$ cat src/rtl/mmio_map_pkg.sv
// rtl/mmio_map_pkg.sv - address map, device ids and helpers for the MMIO bridge
package mmio_map_pkg;

  localparam logic [31:0] T0_BASE_DEF   = 32'h0000_7f00;
  localparam logic [31:0] T1_BASE_DEF   = 32'h0000_7f10;
  localparam logic [31:0] SW_BASE_DEF   = 32'h0000_7f2c;
  localparam logic [31:0] LED_BASE_DEF  = 32'h0000_7f34;
  localparam logic [31:0] TUBE_BASE_DEF = 32'h0000_7f38;

  localparam int unsigned T0_WORDS   = 3;
  localparam int unsigned T1_WORDS   = 3;
  localparam int unsigned SW_WORDS   = 2;
  localparam int unsigned LED_WORDS  = 1;
  localparam int unsigned TUBE_WORDS = 2;

  typedef enum logic [2:0] {
    DEV_NONE = 3'd0,
    DEV_T0   = 3'd1,
    DEV_T1   = 3'd2,
    DEV_SW   = 3'd3,
    DEV_LED  = 3'd4,
    DEV_TUBE = 3'd5
  } dev_id_e;

  function automatic logic dev_writable(input dev_id_e d);
    case (d)
      DEV_T0, DEV_T1, DEV_LED, DEV_TUBE: dev_writable = 1'b1;
      default:                           dev_writable = 1'b0;
    endcase
  endfunction

  // Inclusive range check on word addresses: base .. base+cnt-1.
  function automatic logic word_in_range(input logic [29:0] w, input logic [31:0] base,
                                         input int unsigned cnt);
    logic [29:0] b;
    b = base[31:2];
    word_in_range = (w >= b) && (w < b + cnt[29:0]);
  endfunction

endpackage

$ cat src/rtl/mmio_addr_decode.sv
// rtl/mmio_addr_decode.sv - combinational word address to device id decoder
module mmio_addr_decode
  import mmio_map_pkg::*;
#(
  parameter logic [31:0] T0_BASE   = T0_BASE_DEF,
  parameter logic [31:0] T1_BASE   = T1_BASE_DEF,
  parameter logic [31:0] SW_BASE   = SW_BASE_DEF,
  parameter logic [31:0] LED_BASE  = LED_BASE_DEF,
  parameter logic [31:0] TUBE_BASE = TUBE_BASE_DEF
) (
  input  logic [29:0] i_word,
  output dev_id_e     o_dev
);

  always_comb begin
    o_dev = DEV_NONE;
    if (word_in_range(i_word, T0_BASE, T0_WORDS))
      o_dev = DEV_T0;
    else if (word_in_range(i_word, T1_BASE, T1_WORDS))
      o_dev = DEV_T1;
    else if (word_in_range(i_word, SW_BASE, SW_WORDS))
      o_dev = DEV_SW;
    else if (word_in_range(i_word, LED_BASE, LED_WORDS))
      o_dev = DEV_LED;
    else if (word_in_range(i_word, TUBE_BASE, TUBE_WORDS))
      o_dev = DEV_TUBE;
  end

endmodule

$ cat src/rtl/mmio_bridge.sv
// rtl/mmio_bridge.sv - CPU MMIO to peripheral bridge with one-entry posted write buffer
module mmio_bridge
  import mmio_map_pkg::*;
#(
  parameter logic [31:0] T0_BASE   = T0_BASE_DEF,
  parameter logic [31:0] T1_BASE   = T1_BASE_DEF,
  parameter logic [31:0] SW_BASE   = SW_BASE_DEF,
  parameter logic [31:0] LED_BASE  = LED_BASE_DEF,
  parameter logic [31:0] TUBE_BASE = TUBE_BASE_DEF
) (
  input  logic        clk,
  input  logic        reset,
  input  logic [31:0] PrAddr,
  input  logic [31:0] PrWD,
  input  logic [3:0]  PrBE,
  input  logic        PrWE,
  output logic [31:0] PrRD,
  output logic        PrStall,
  output logic [31:0] DEV_Addr,
  output logic [31:0] DEV_WD,
  output logic        WE_T0,
  output logic        WE_T1,
  output logic        WE_LED,
  output logic        WE_TUBE,
  input  logic [31:0] T0_RD,
  input  logic [31:0] T1_RD,
  input  logic [31:0] SW_RD,
  input  logic [31:0] LED_RD,
  input  logic [31:0] TUBE_RD
);

  logic [29:0] w_word;
  dev_id_e     w_dev;
  logic [31:0] w_dev_rd;
  logic [31:0] w_mask;
  logic [31:0] w_merged;
  logic        w_hit;
  logic        w_stall;
  logic        w_accept;
  logic        w_we_en;

  logic        r_valid;
  logic [29:0] r_addr;
  logic [31:0] r_data;
  dev_id_e     r_dev;

  assign w_word = PrAddr[31:2];

  mmio_addr_decode #(
    .T0_BASE   (T0_BASE),
    .T1_BASE   (T1_BASE),
    .SW_BASE   (SW_BASE),
    .LED_BASE  (LED_BASE),
    .TUBE_BASE (TUBE_BASE)
  ) u_decode (
    .i_word (w_word),
    .o_dev  (w_dev)
  );

  always_comb begin
    w_dev_rd = 32'h0;
    case (w_dev)
      DEV_T0:   w_dev_rd = T0_RD;
      DEV_T1:   w_dev_rd = T1_RD;
      DEV_SW:   w_dev_rd = SW_RD;
      DEV_LED:  w_dev_rd = LED_RD;
      DEV_TUBE: w_dev_rd = TUBE_RD;
      default:  w_dev_rd = 32'h0;
    endcase
  end

  always_comb begin
    w_mask = 32'h0;
    for (int i = 0; i < 4; i++)
      w_mask[8*i +: 8] = {8{PrBE[i]}};
  end

  assign w_merged = (w_dev_rd & ~w_mask) | (PrWD & w_mask);

  // A partial store to the pending word must wait: its read-back is stale until the commit lands.
  assign w_hit    = r_valid && (r_addr == w_word);
  assign w_stall  = PrWE && (PrBE != 4'b1111) && w_hit;
  assign w_accept = PrWE && (PrBE != 4'b0000) && !w_stall && dev_writable(w_dev);

  always_ff @(posedge clk) begin
    if (reset) begin
      r_valid <= 1'b0;
      r_addr  <= 30'h0;
      r_data  <= 32'h0;
      r_dev   <= DEV_NONE;
    end else begin
      r_valid <= w_accept;
      if (w_accept) begin
        r_addr <= w_word;
        r_data <= w_merged;
        r_dev  <= w_dev;
      end
    end
  end

  // Strobes are masked by reset so a pending write is discarded the moment reset is raised.
  assign w_we_en  = r_valid && !reset;
  assign WE_T0    = w_we_en && (r_dev == DEV_T0);
  assign WE_T1    = w_we_en && (r_dev == DEV_T1);
  assign WE_LED   = w_we_en && (r_dev == DEV_LED);
  assign WE_TUBE  = w_we_en && (r_dev == DEV_TUBE);

  assign DEV_Addr = {r_addr, 2'b00};
  assign DEV_WD   = r_data;
  assign PrStall  = w_stall;
  assign PrRD     = w_hit ? r_data : w_dev_rd;

endmodule

$ cat config.mk
export PLATFORM = sky130hd
export DESIGN_NAME = mmio_bridge
export DESIGN_NICKNAME = d
export VERILOG_FILES = /design/src/rtl/mmio_map_pkg.sv /design/src/rtl/mmio_addr_decode.sv /design/src/rtl/mmio_bridge.sv
export SDC_FILE = /design/constraint.sdc
export NUM_CORES = 1
export LEC_CHECK = 0
export ABC_AREA = 1
export CAP_MARGIN = 20
export CORE_AREA = 3 3 126 128
export CTS_BUF_LIST = sky130_fd_sc_hd__clkbuf_4
export DETAILED_ROUTE_END_ITERATION = 6
export DIE_AREA = 0 0 129 131
export PLACE_DENSITY = 0.79
export SYNTH_ARGS = -nofsm -noshare
export SYNTH_HDL_FRONTEND = slang
export SYNTH_SLANG_ARGS = --single-unit
$ cat constraint.sdc
create_clock -name clk -period 2.1 [get_ports clk]
set_clock_uncertainty 0.2 [all_clocks]
set_input_delay 0.21 -clock clk [delete_from_list [all_inputs] [get_ports clk]]
set_output_delay 0.21 -clock clk [all_outputs]
set_load 0.05 [all_outputs]
==> reports/qor.yml <==
root_buffer: "clkbuf_4"
synth_ff_type: "dfxtp_1"
synth_top_area_cell: "dfxtp_1"
postSynth.asyncResetShare_pct: 0
fp-row-count: 45
required_ps: 1690
finalSetupViolCount: 99
dp_hpwl_um: 20690
grt_start_max_net_pins: 34
synth_edf_count: 0
p_leak_nw: 5.643
htreeDepth: 3
clock_latency_ps: 470
clk_pin_slew_ps: 170
grt_util_all_layers_pct: 30.99
post-synth-top-count-cell: "nand2_1"
synth_fa_ha_area_share_pct: 0
layout.nets: 1660
finalCritPeriodShare_pct: 129.5
hp-class: "in -> reg"
drc: 0
fin_area_sq_um: 11590
maxSlewViolCount: 0
die_h_um: 131
drt-total-wl_um: 30420
yosys_register_bits: 66
place_ws_ps: -719.3
startpoint_type: "flop"
yosysSeqAreaShare_pct: 24.21
comb_power_share_pct: 23.3
crit_path_max_incr_delay_ps: 400
switching_power_uw: 864.0
globalRouteOverflowTotal: 0
synth_top_area_share_pct: 24.21
worst_slack_ps: -620.3
initial_utilization_pct: 36.44
fmax_ghz: 0.3676
drive_above_1_share_pct: 27.06
place_area_sq_um: 10490
synthXorXnorAreaFrac_pct: 1.444
coreArea_sq_um: 14980
path_cells: "inv_2 > nand2_2 > o21ai_1 > nor2_1 > nand2_1 > nor2_1 > nand2_1 > nor2_4 > inv_8 > clkbuf_16 > o21ai_4 > buf_12"
area_delta_synth_final_pct: 112.3
cp_num_buf_inv: 4
die_w_um: 129
synth_compound_area_share_pct: 9.170
status: "finished, violations left"
cts.sinks: 66
postSynthCellCount: 1009
cp_max_fo: 8
vias: 8642
min_period_ps: 2720
cts_made_buffers: 9
grt_setup_unrepaired: "yes"
drt_iter0_markers: 827
ys_top_cells_by_area: "dfxtp_1, nand2_1, nand3_1, nor2_1, inv_1"
portBuffers: 327
die_area_sq_um: 16900
crit_path_end_kind: "output pin"
yosys.cell_types.count: 32
max_slew.worst_pin.slew_ps: 563.5
fin_hold_ws_ps: 46.04
p_per_area_nw_per_um2: 262.4
maxCapViolCount: 0
worst-setup-path-type: "reg -> out"
num_io_pins: 332
cpMaxStageDelayCell: "dfxtp_4"
first_global_vias: 7609
cts_buffer_depth: 2
grt_pass1_wl_um: 40650
crit_arrival_ps: 2310
ir_worst_vdd_v: 0.0003466
synthSimpleGateAreaFrac_pct: 54.42
p_int_mw: 2.176
slew_headroom_pct: 62.31
diodes: 0
wl_per_cell_um: 18.76
syn_area_per_cell_sq_um: 5.409
tritoncts: "built"
pwr-share-seq_pct: 40.3
ys_warn_count: 0
drt-pass1-iter-count: 5
netlist_area_sq_um: 5458
synth_top_cells_by_count: "nand2_1, nand3_1, nor2_1, inv_1, dfxtp_1"
ant_nets: 0
antenna_found_initial: 1
cp_top_family: "simple AND/OR/NAND/NOR gates"
holdBufCountCts: 0
viasPerCell: 5.328
violations: "negative setup slack"
p_clk_share_pct: 36.5
final_hold_viol_count: 0
fin_tns_setup_ps: -37760
synth_top_family_by_area: "simple AND/OR/NAND/NOR gates"
muxShareOfSynthArea_pct: 0
gp_congestion: 0.9279
power.share.switching_pct: 28.42
logic make-up after synthesis:
| logic type | count (synthesis) |
|---|---|
| and+or+nand+nor | 699 |
| other | 1 |
| xor gates and xnor gates | 9 |
| buffers and inverters | 139 |
| DFF | 66 |
| AOI/OAI and AO/OA | 95 |
per-stage QoR:
stage	cells	power, mW	utilization [%]
final	1622	3.040	77.37
after global routing	1622	3.153	77.37
after CTS	1602	3.048	73.04
after detailed placement	1571	1.924	70.06
after global placement	1571	1.923	70.06
after floorplan	1010	1.389	-
layer usage:
| metal | up-vias | routed length (um) | global-route usage (%) |
|---|---|---|---|
| li1 | 4060 | - | - |
| met4 | 2 | 1074 | 11.98 |
| met2 | 551 | 14810 | 54.12 |
| met3 | 112 | 2989 | 5.935 |
| met5 | - | 9 | 0 |
| met1 | 3917 | 11540 | 37.69 |
power groups by stage:
stage	sequential, mW	clock (mW)	combinational [mW]
2_1_floorplan	1.25	0	0.136
3_3_place_gp	1.25	0	0.670
3_5_place_dp	1.25	0	0.672
4_1_cts	1.22	1.14	0.683
5_1_grt	1.23	1.19	0.741
6_report	1.22	1.11	0.707
repair_timing:
| item | 4_1_cts | 5_1_grt |
|---|---|---|
| buffers inserted | 13 | 9 |
| resized for setup | 84 | 111 |
| endpoints found under the setup margin | 130 | 107 |
| gates cloned | 2 | 12 |
| pin swaps | 12 | 37 |
| endpoints found under the hold margin | 0 | 0 |
flip-flops by register name (all words and copies together), names as in the netlist:
signal   cells
DEV_WD      32
r_addr      30
r_dev        3
r_valid      1
path summary, 6_finish.rpt:
path              start          to  slack, ps  depth (start not counted)
max           r_addr[4]    PrRD[24]       -620                         12
min           PrAddr[4]   r_addr[2]         50                          3
min reg2reg  r_addr[16]  r_addr[16]        280                          2
max reg2reg   r_addr[4]  r_addr[10]       -400                         18
tightest hold or removal path, cell delays in order:
cell and delay, ps:
dlygate4sd2_1 300, nand2_1 90, a21oi_1 60
cells in the final DEF (no fill, tap or decap), drive strengths merged:
cell / netlist / final
bufinv: 0 / 2
o21ai: 50 / 50
a21oi: 43 / 43
conb: 1 / 2
nor3: 14 / 14
xor2: 5 / 5
nor4: 4 / 4
nand3b: 1 / 1
nor2: 159 / 159
clkdlybuf4s50: 0 / 227
clkinv: 1 / 2
clkbuf: 30 / 18
a41oi: 1 / 1
nand3: 173 / 173
dlymetal6s2s: 0 / 30
xnor2: 4 / 4
a21boi: 1 / 1
nand4: 5 / 5
inv: 76 / 80
buf: 32 / 172
nand2: 343 / 344
dlygate4sd2: 0 / 31
dfxtp: 66 / 66
cell type report:
type                            count  area [sq um]
Clock buffer                        9         67.56
Clock inverter                      7         106.4
Fill cell                        1123          3390
Inverter                           77         304.0
Multi-Input combinational cell    806          4273
Sequential cell                    66          1411
Tap cell                          188         235.2
Timing Repair Buffer              469          5190
Note: power is estimated with default switching activity, not from simulation.
